## src/rtl/rni_wdata_pack_pkg.sv

```systemverilog
// Shared constants and FSM state encoding for the RNI write-data packing stage.
package rni_wdata_pack_pkg;

    localparam int unsigned RNI_SLOT_NUM   = 4;
    localparam int unsigned RNI_SLOT_BYTES = 16;

    localparam logic [1:0] RNI_DATAID_LO = 2'b00;
    localparam logic [1:0] RNI_DATAID_HI = 2'b10;

    typedef enum logic [1:0] {
        RNI_WPACK_IDLE  = 2'd0,
        RNI_WPACK_FILL  = 2'd1,
        RNI_WPACK_SEND0 = 2'd2,
        RNI_WPACK_SEND1 = 2'd3
    } wpack_state_e;

endpackage

```

## src/rtl/rni_wpack_slot.sv

```systemverilog
// One 16B line-buffer slot: strobe-merged byte writes plus byte-enable accumulation.
module rni_wpack_slot
    import rni_wdata_pack_pkg::*;
#(
    parameter int unsigned DATA_W = RNI_SLOT_BYTES * 8
) (
    input  logic                clk,
    input  logic                rst,
    input  logic                we,
    input  logic                clr,
    input  logic [DATA_W-1:0]   wdata,
    input  logic [DATA_W/8-1:0] wstrb,
    output logic [DATA_W-1:0]   data,
    output logic [DATA_W/8-1:0] be
);

    localparam int unsigned NB = DATA_W / 8;

    logic [DATA_W-1:0] data_d, data_q;
    logic [NB-1:0]     be_d, be_q;

    always_comb begin
        data_d = data_q;
        be_d   = be_q;
        if (clr) begin
            be_d = '0;
        end
        if (we) begin
            for (int b = 0; b < NB; b++) begin
                if (wstrb[b]) begin
                    data_d[8*b +: 8] = wdata[8*b +: 8];
                    be_d[b]          = 1'b1;
                end
            end
        end
    end

    // Data storage is deliberately not reset; only the byte enables qualify it.
    always_ff @(posedge clk) begin
        data_q <= data_d;
    end

    always_ff @(posedge clk) begin
        if (rst) begin
            be_q <= '0;
        end else begin
            be_q <= be_d;
        end
    end

    assign data = data_q;
    assign be   = be_q;

endmodule

```

## src/rtl/rni_wdata_pack.sv

```systemverilog
// Packs AXI W beats into a 64B line and drains it as up to two CHI DAT flits.
// Optional RNI_WPACK_DATACHECK_EN adds per-byte odd parity on dat_datacheck.
module rni_wdata_pack
    import rni_wdata_pack_pkg::*;
#(
    parameter int unsigned AXI_DATA_W = 128,
    parameter int unsigned CHI_DATA_W = 256,
    parameter int unsigned SLOT_NUM   = RNI_SLOT_NUM
) (
    input  logic                    clk,
    input  logic                    rst,
    input  logic                    wd_valid,
    output logic                    wd_ready,
    input  logic [AXI_DATA_W-1:0]   wd_data,
    input  logic [AXI_DATA_W/8-1:0] wd_strb,
    input  logic [SLOT_NUM-1:0]     fdmask,
    input  logic                    bk_done,
    input  logic                    rq_done,
    output logic                    dat_valid,
    input  logic                    dat_ready,
    output logic [CHI_DATA_W-1:0]   dat_data,
    output logic [CHI_DATA_W/8-1:0] dat_be,
    output logic [1:0]              dat_dataid,
    output logic                    dat_last,
`ifdef RNI_WPACK_DATACHECK_EN
    output logic [CHI_DATA_W/8-1:0] dat_datacheck,
`endif
    output logic                    busy
);

    localparam int unsigned SB = AXI_DATA_W / 8;

    wpack_state_e          state_d, state_q;
    logic [SLOT_NUM-1:0]   touched_d, touched_q;
    logic                  dat_valid_d, dat_valid_q;
    logic                  dat_last_d, dat_last_q;
    logic                  wd_ready_d, wd_ready_q;
    logic                  busy_d, busy_q;

    logic wd_fire, line_clr;
    logic [AXI_DATA_W-1:0] slot_data [SLOT_NUM];
    logic [SB-1:0]         slot_be   [SLOT_NUM];

    assign wd_fire  = wd_valid & wd_ready_q;
    assign line_clr = dat_valid_q & dat_ready & dat_last_q;

    for (genvar i = 0; i < SLOT_NUM; i++) begin : g_slot
        rni_wpack_slot #(
            .DATA_W (AXI_DATA_W)
        ) u_slot (
            .clk   (clk),
            .rst   (rst),
            .we    (wd_fire & fdmask[i]),
            .clr   (line_clr),
            .wdata (wd_data),
            .wstrb (wd_strb),
            .data  (slot_data[i]),
            .be    (slot_be[i])
        );
    end

    always_comb begin
        state_d   = state_q;
        touched_d = touched_q;
        unique case (state_q)
            RNI_WPACK_IDLE, RNI_WPACK_FILL: begin
                if (wd_fire) begin
                    touched_d = touched_q | fdmask;
                    if (rq_done) begin
                        state_d = (|touched_d[1:0]) ? RNI_WPACK_SEND0 : RNI_WPACK_SEND1;
                    end else begin
                        state_d = RNI_WPACK_FILL;
                    end
                end
            end
            RNI_WPACK_SEND0: begin
                if (dat_ready) begin
                    if (|touched_q[3:2]) begin
                        state_d = RNI_WPACK_SEND1;
                    end else begin
                        state_d   = RNI_WPACK_IDLE;
                        touched_d = '0;
                    end
                end
            end
            RNI_WPACK_SEND1: begin
                if (dat_ready) begin
                    state_d   = RNI_WPACK_IDLE;
                    touched_d = '0;
                end
            end
            default: state_d = RNI_WPACK_IDLE;
        endcase

        // Outputs are registered, so they are decoded from the next state.
        dat_valid_d = (state_d == RNI_WPACK_SEND0) || (state_d == RNI_WPACK_SEND1);
        dat_last_d  = (state_d == RNI_WPACK_SEND1) ||
                      ((state_d == RNI_WPACK_SEND0) && !(|touched_d[3:2]));
        wd_ready_d  = (state_d == RNI_WPACK_IDLE) || (state_d == RNI_WPACK_FILL);
        busy_d      = (state_d != RNI_WPACK_IDLE);
    end

    always_ff @(posedge clk) begin
        if (rst) begin
            state_q     <= RNI_WPACK_IDLE;
            touched_q   <= '0;
            dat_valid_q <= 1'b0;
            dat_last_q  <= 1'b0;
            wd_ready_q  <= 1'b1;
            busy_q      <= 1'b0;
        end else begin
            state_q     <= state_d;
            touched_q   <= touched_d;
            dat_valid_q <= dat_valid_d;
            dat_last_q  <= dat_last_d;
            wd_ready_q  <= wd_ready_d;
            busy_q      <= busy_d;
        end
    end

    always_comb begin
        if (state_q == RNI_WPACK_SEND1) begin
            dat_data   = {slot_data[3], slot_data[2]};
            dat_be     = {slot_be[3], slot_be[2]};
            dat_dataid = RNI_DATAID_HI;
        end else begin
            dat_data   = {slot_data[1], slot_data[0]};
            dat_be     = {slot_be[1], slot_be[0]};
            dat_dataid = RNI_DATAID_LO;
        end
    end

    assign wd_ready  = wd_ready_q;
    assign dat_valid = dat_valid_q;
    assign dat_last  = dat_last_q;
    assign busy      = busy_q;

`ifdef RNI_WPACK_DATACHECK_EN
    always_comb begin
        dat_datacheck = '0;
        for (int b = 0; b < CHI_DATA_W / 8; b++) begin
            dat_datacheck[b] = ~(^dat_data[8*b +: 8]);
        end
    end
`endif

`ifndef SYNTHESIS
    // Slot select may only move on after a beat that completed its slot.
    logic                hold_q;
    logic [SLOT_NUM-1:0] hold_mask_q;

    always_ff @(posedge clk) begin
        if (rst) begin
            hold_q <= 1'b0;
        end else if (wd_fire) begin
            hold_q      <= ~(bk_done | rq_done);
            hold_mask_q <= fdmask;
        end
    end

    always_ff @(posedge clk) begin
        if (!rst && wd_fire) begin
            assert ($onehot(fdmask))
            else $error("rni_wdata_pack: fdmask %b not one-hot on beat", fdmask);
            assert (!hold_q || (fdmask == hold_mask_q))
            else $error("rni_wdata_pack: slot select changed without bk_done");
        end
    end
`endif

endmodule

```

## config.mk

```make
export PLATFORM = sky130hd
export DESIGN_NAME = rni_wdata_pack
export DESIGN_NICKNAME = d
export VERILOG_FILES = /design/src/rtl/rni_wdata_pack_pkg.sv /design/src/rtl/rni_wpack_slot.sv /design/src/rtl/rni_wdata_pack.sv
export SDC_FILE = /design/constraint.sdc
export NUM_CORES = 1
export LEC_CHECK = 0
export ABC_AREA = 1
export CORE_AREA = 2 2 294 296
export DETAILED_ROUTE_END_ITERATION = 10
export DIE_AREA = 0 0 296 298
export PLACE_DENSITY = 0.56
export SYNTH_ARGS = -nofsm -noshare
export SYNTH_HDL_FRONTEND = slang
export SYNTH_HIERARCHICAL = 1
export SYNTH_SLANG_ARGS = --single-unit
export TNS_END_PERCENT = 100
```

## constraint.sdc

```tcl
create_clock -name clk -period 1.8 [get_ports clk]
set_input_delay 0.45 -clock clk [delete_from_list [all_inputs] [get_ports clk]]
set_output_delay 0.45 -clock clk [all_outputs]
set_load 0.05 [all_outputs]
```

==> results_dict.tcl, run 1 <==
set metrics [dict create \
    status "finished, violations left" \
    violations "setup timing" \
    numCtsBuffers 59 \
    async_flop_share_pct 0 \
    cts_max_path_buffers 3 \
    setup_viol 289 \
    vias_per_cell 4.20 \
    synth_flop_cell "edfxtp_1" \
    cts_sinks 585 \
    post_route_cells_drive_above_1_share_pct 37.5 \
    ys_seq_area_share_pct 76.6 \
    timing.fmax_mhz 416 \
    yosys.area.top_type "edfxtp_1" \
    yosysTopAreaCellShare_pct 69.9 \
    min_period_ns 2.40 \
    ys_top_cells_by_area "edfxtp_1 (70%), nand2_1 (17%), dfxtp_1 (6.6%)" \
    clkTransAtPathRegs_ns 0.06 \
    crit_type "register to output port" \
    routed_wl_um 68600 \
    slew_violations 0 \
    synth_most_common_cell "nand2_1" \
    hold_viol 0 \
    drv_cap 0 \
    hp-class "input port to register" \
    synth-seq-cells 585 \
    cp.required_ns 1.35 \
    finClkSkew_ns 0.0122 \
    port_buffers 445 \
    core-area_sq_mm 0.0849 \
    die_y_um 298 \
    cp.arrival_ns 1.95 \
    synth.avg_cell_area_sq_um 11.9 \
    grt_use_total_pct 15.0 \
    vias 15200 \
    die_area_sq_mm 0.0882 \
    synth-edff-count 512 \
    drtAntennaViolNets 0 \
    cts.htree.levels 2 \
    tritoncts "built" \
    startpoint_type "register" \
    syn_area_sq_mm 0.0220 \
    drt_pass1_iterations 5 \
    start_util_pct 25.9 \
    drc 0 \
    grt_start_max_net_pins 69 \
    nFillCells 7653 \
    grt_pass1_wl_um 98600 \
    instances_no_fill 3633 \
    endpoint_kind "output port" \
    num_rows 107 \
    fin_nets 2592 \
    period_share_pct 134 \
    syn-num-nets 2005 \
    synth_warnings 6 \
    critPathMaxFanout 8 \
    power_density_mw_per_mm2 899 \
    fp.dieW_um 296 \
    fin_ws_ns -0.605 \
    final.setup.tns_ns -147.85 \
    io_pins 448 \
    yosysUniqueCellTypes 22 \
    p_leak_nw 14.5 \
    drt_iter0_markers 856 \
    cts_root_buf "clkbuf_16" \
    clk_latency_ns 0.61 \
    grt_antenna_before_repair 7 \
    grt_pass1_vias 15600 \
    post-route-util_pct 42.9 \
    ctsHoldBuffers 0 \
    area_growth_pct 65.7 \
    wl_per_cell_um 18.9 \
    dp_cells 3497 \
    syn_inst 1851 \
    rsz0062_at_grt "true" \
    place.gp.congestion 0.814 \
    grt_overflow 0 \
    dp.final_hpwl_um 50900 \
    ir_drop_mv 0.536 \
    synthTopCellsByCount "nand2_1 (987), edfxtp_1 (512), inv_1 (76), dfxtp_1 (73), a21oi_1 (63)" \
]
## per-layer routing
metal / routed length, um / GRT usage (%) / vias to the layer above
li1: - / - / 7279
met1: 28400 / 18.9 / 7426
met2: 34200 / 26.1 / 452
met3: 4800 / 3.81 / 79
met4: 1160 / 3.15 / 12
met5: 76 / 0 / -
## final cells by class
| cell class | count | area [sq um] | share of cell area, % |
|---|---|---|---|
| antenna | 1 | 2.50 | 0.00687 |
| multi-input combinational | 1101 | 6130 | 16.8 |
| tap | 1144 | 1430 | 3.93 |
| clock buffer | 72 | 1550 | 4.24 |
| clock inverter | 39 | 370 | 1.02 |
| sequential | 585 | 16800 | 46.2 |
| inverter | 81 | 320 | 0.879 |
| timing repair buffer | 610 | 9780 | 26.9 |
## through the flow
step / setup slack, ns / power (mW) / instance area, sq um / hold WS, ns
6_report: -0.605 / 32.7 / 36400 / 0.0557
4_1_cts: -0.658 / 33.1 / 36000 / 0.00732
3_5_place_dp: -0.432 / 20.8 / 33500 / 0.451
2_1_floorplan: 0.00370 / 17.9 / 23300 / 0.439
3_3_place_gp: -0.383 / 20.8 / 33500 / 0.447
5_1_grt: -0.698 / 33.8 / 36400 / 0.0202
## state kept, by name (all words and copies together), names as in the netlist
register	count
busy	1
touched_q	4
g_slot.u_slot/be	64
dat_valid	1
dat_last	1
wd_ready	1
g_slot.u_slot/data	512
state_q	1
## critical path, stage by stage, from the launching register on
cell	delay [ns]
dfxtp_4	0.37
nand2_8	0.11
inv_16	0.12
buf_12	0.14
buf_12	0.13
clkbuf_16	0.17
nand2_2	0.05
nand2_2	0.09
buf_12	0.14
## cells by family (layout without fill, tap and decap cells)
family                 count (synthesis)  count (layout)  synth area share [%]
AO/OA/AOI/OAI                         71              71                  1.68
flip-flops                           585             585                  76.6
other                                  1               2                0.0171
buffers and inverters                165             802                  3.84
AND/OR/NAND/NOR                     1029            1029                  17.9
## timing repair
action                                  4_1_cts  5_1_grt
endpoints found under the setup margin      290      290
setup buffers                                 8        4
pin swaps                                     3       11
gates cloned                                  6        6
endpoints found under the hold margin         0        0
resized for setup                           108       80
## power by group
group | internal, mW | switching (mW)
Clock | 6.98 | 5.08
Sequential | 15.3 | 0.158
Combinational | 2.32 | 2.94
## placed cells by master (no fill, tap or decap)
master and count:
nand2_1 638, edfxtp_1 512, buf_12 355, nand2_2 187, nand2_4 182, clkdlybuf4s50_1 151
inv_1 76, buf_4 73, dfxtp_1 70, clkbuf_16 64, a21oi_1 63, clkinv_1 13
clkbuf_1 11, buf_6 11, buf_16 10, nor2_1 8, clkinv_2 7, nand3_1 6
bufinv_16 6, clkinvlp_4 6, inv_6 5, nor2_4 4, o21ai_0 4, inv_2 4
a21oi_2 4, buf_8 4, nand4_1 2, clkbuf_8 2, clkinv_4 2, dfxtp_4 2
diode_2 1, nand2_8 1, inv_16 1, or2_0 1, conb_1 1, bufbuf_16 1
dfxtp_2 1
## final timing paths
path	start	to	slack, ns	cells past startpoint
worst min-delay path	rst	touched_q[3]$_SDFF_PP0_	0.06	2
worst max-delay path	dat_valid$_SDFF_PP0_	dat_data[234]	-0.60	8
worst max register to register	wd_ready$_SDFF_PP1_	g_slot[2].u_slot/data[108]$_DFFE_PP_	0.14	6
worst min register to register	g_slot[3].u_slot/be[5]$_SDFF_PP0_	g_slot[3].u_slot/be[5]$_SDFF_PP0_	0.46	2
(Power assumes the default switching activity.)
==> run 2, diff against run 1 <==
--- a/config.mk
+++ b/config.mk
@@ -10,6 +10,7 @@
 export DETAILED_ROUTE_END_ITERATION = 10
 export DIE_AREA = 0 0 296 298
 export PLACE_DENSITY = 0.56
+export REMOVE_ABC_BUFFERS = 1
 export SYNTH_ARGS = -nofsm -noshare
 export SYNTH_HDL_FRONTEND = slang
 export SYNTH_HIERARCHICAL = 1
==> run 2 against run 1 <==
Net effect:
- the run still ends with setup timing left
- largest power group unchanged
- first-iteration DRC count rose by 35%
- non-clock buffer count fell by 28
- register-to-register slack improved by 0.03 ns
- count of clock-buffer cells in the layout rose by 4
==> results_dict.tcl, run 2 (same netlist as run 1, synthesis figures left out) <==
set metrics [dict create \
    status "finished, violations left" \
    violations "setup timing" \
    crit_chain "nand2_8, buf_12, inv_16, clkbuf_16, nand2_1, nand2_1, buf_12" \
    switching_share_pct 24.8 \
    grt_use_total_pct 15.0 \
    place.gp.congestion 0.796 \
    critical-path-max-stage-delay_ns 0.38 \
    wl_per_cell_um 20.1 \
    die_y_um 298 \
    cp.arrival_ns 1.93 \
    layout_commonest_cell "nand2_1" \
    drt_iter0_markers 1153 \
    fp.dieW_um 296 \
    core-area_sq_mm 0.0849 \
    critical_path_buf_inv_count 4 \
    cp_num_cells 7 \
    nFillCells 7746 \
    min_period_ns 2.38 \
    p_seq_share_pct 46.4 \
    drv_cap 0 \
    cp.required_ns 1.35 \
    critPathTopFamily "buffers and inverters" \
    vias 15300 \
    clkPwrFrac_pct 38.4 \
    startpoint_type "register" \
    power_density_mw_per_mm2 942 \
    final.setup.tns_ns -152.00 \
    cts_max_path_buffers 3 \
    clk_latency_ns 0.63 \
    r2r_end "g_slot[2].u_slot/data[96]$_DFFE_PP_" \
    dp.final_hpwl_um 51500 \
    finClkSkew_ns 0.0209 \
    cts_root_buf "clkbuf_16" \
    p_leak_nw 14.2 \
    tritoncts "built" \
    crit_type "register to output port" \
    rrSetupSlack_ns 0.17 \
    p_comb_share_pct 15.2 \
    place_ws_ns -0.435 \
    fin_nets 2568 \
    rsz0062_at_grt "true" \
    fin_ws_ns -0.584 \
    largest_reg_flops 512 \
    slew_violations 0 \
    num_rows 107 \
    grt_start_max_net_pins 46 \
    hold_ws_ns 0.133 \
    cts.htree.levels 2 \
    hold_viol 0 \
    grt_pass1_wl_um 97200 \
    register_area_sq_mm 0.0168 \
    multiInputGateArea_sq_mm 0.00500 \
    io_pins 448 \
    routed_wl_um 72600 \
    drt_pass1_iterations 5 \
    gr-max-usage-layer "met2" \
    setup_viol 289 \
    post_route_cells_drive_above_1_share_pct 30.2 \
    grt_pass1_vias 15100 \
    grt_use_met2_pct 25.7 \
    hp-class "input port to register" \
    crit_start "dat_valid$_SDFF_PP0_" \
    drc 0 \
    p_int_mw 25.0 \
    ff2ff_path_depth 6 \
    port_buffers 445 \
    switchingPower_mw 8.24 \
    grt_antenna_before_repair 13 \
    area_growth_pct 60.3 \
    timing.fmax_mhz 419 \
    start_util_pct 25.9 \
    crit_slowest_cell "dfxtp_4" \
    endpoint "dat_data[235]" \
    ir_drop_mv 0.590 \
    die_area_sq_mm 0.0882 \
    grt_util_met1_pct 17.9 \
    clkTransAtPathRegs_ns 0.06 \
    critPathMaxFanout 11 \
    endpoint_kind "output port" \
    grt_overflow 0 \
    layout_common_cells "nand2_1 (803), edfxtp_1 (512), buf_12 (338)" \
    numCtsBuffers 61 \
    vias_per_cell 4.23 \
    cts_sinks 585 \
    ctsHoldBuffers 0 \
    period_share_pct 132 \
    met3_usage_pct 4.53 \
    drtAntennaViolNets 0 \
    r2r_start "wd_ready$_SDFF_PP1_" \
]
[run 2: cell count changes in the layout (fill, tap and decap cells not counted), moves of 3 or more]
cell / delta
nand2_1: +165
nand2_4: -147
buf_4: -21
nand2_2: -19
buf_12: -17
clkbuf_16: +15
buf_6: -5
buf_8: +4
clkinvlp_4: -4
clkinv_2: +3
[run 2: layout make-up]
| type | instances | share of cell area, % |
|---|---|---|
| Sequential cell | 585 | 47.8 |
| Tap cell | 1144 | 4.06 |
| Antenna cell | 3 | 0.0213 |
| Clock buffer | 76 | 4.58 |
| Timing Repair Buffer | 582 | 27.1 |
| Timing Repair inverter | 2 | 0.0887 |
| Clock inverter | 40 | 1.26 |
| Multi-Input combinational cell | 1101 | 14.2 |
| Inverter | 81 | 0.937 |
[run 2: what timing repair did]
action / in CTS / in global routing
pin swaps: 0 / 77
endpoints found under the setup margin: 290 / 290
gates cloned: 0 / 26
gates resized for setup: 12 / 265
setup buffers: 0 / 7
[run 2: worst min path at each step]
stage	end	slack [ns]	from	depth (start not counted)
after global placement	g_slot[2].u_slot/be[4]$_SDFF_PP0_	0.45	g_slot[2].u_slot/be[4]$_SDFF_PP0_	2
after floorplan	g_slot[0].u_slot/be[0]$_SDFF_PP0_	0.43	g_slot[0].u_slot/be[0]$_SDFF_PP0_	2
after CTS	g_slot[1].u_slot/be[7]$_SDFF_PP0_	0.09	rst	2
after global routing	g_slot[1].u_slot/be[7]$_SDFF_PP0_	0.1	rst	2
final	g_slot[1].u_slot/be[7]$_SDFF_PP0_	0.13	rst	2
after detailed placement	g_slot[3].u_slot/be[9]$_SDFF_PP0_	0.45	g_slot[3].u_slot/be[9]$_SDFF_PP0_	2
[run 2: stage by stage]
step	instances	area, sq um	total power [mW]	utilization, %
floorplan	1767	21500	17.6	-
detailed placement	3463	31700	20.5	37.4
CTS	3579	33800	33.3	39.8
finish	3614	35300	33.2	41.5
global placement	3463	31700	20.5	37.4
global route	3613	35300	34.3	41.5
[run 2: power groups by stage]
stage,Sequential (mW),Clock [mW],Combinational (mW)
after global routing,15.5,13.6,5.27
after CTS,15.4,13.0,4.84
after floorplan,15.7,0,1.92
final,15.4,12.7,5.04
after global placement,15.7,0,4.79
after detailed placement,15.7,0,4.82
[run 2: metal layers]
layer  vias to the layer above  part of all wire (%)
met1                      7415                    40
met4                        14                   2.5
li1                       7231                     -
met2                       523                    49
met5                         -                  0.12
met3                       115                   7.8
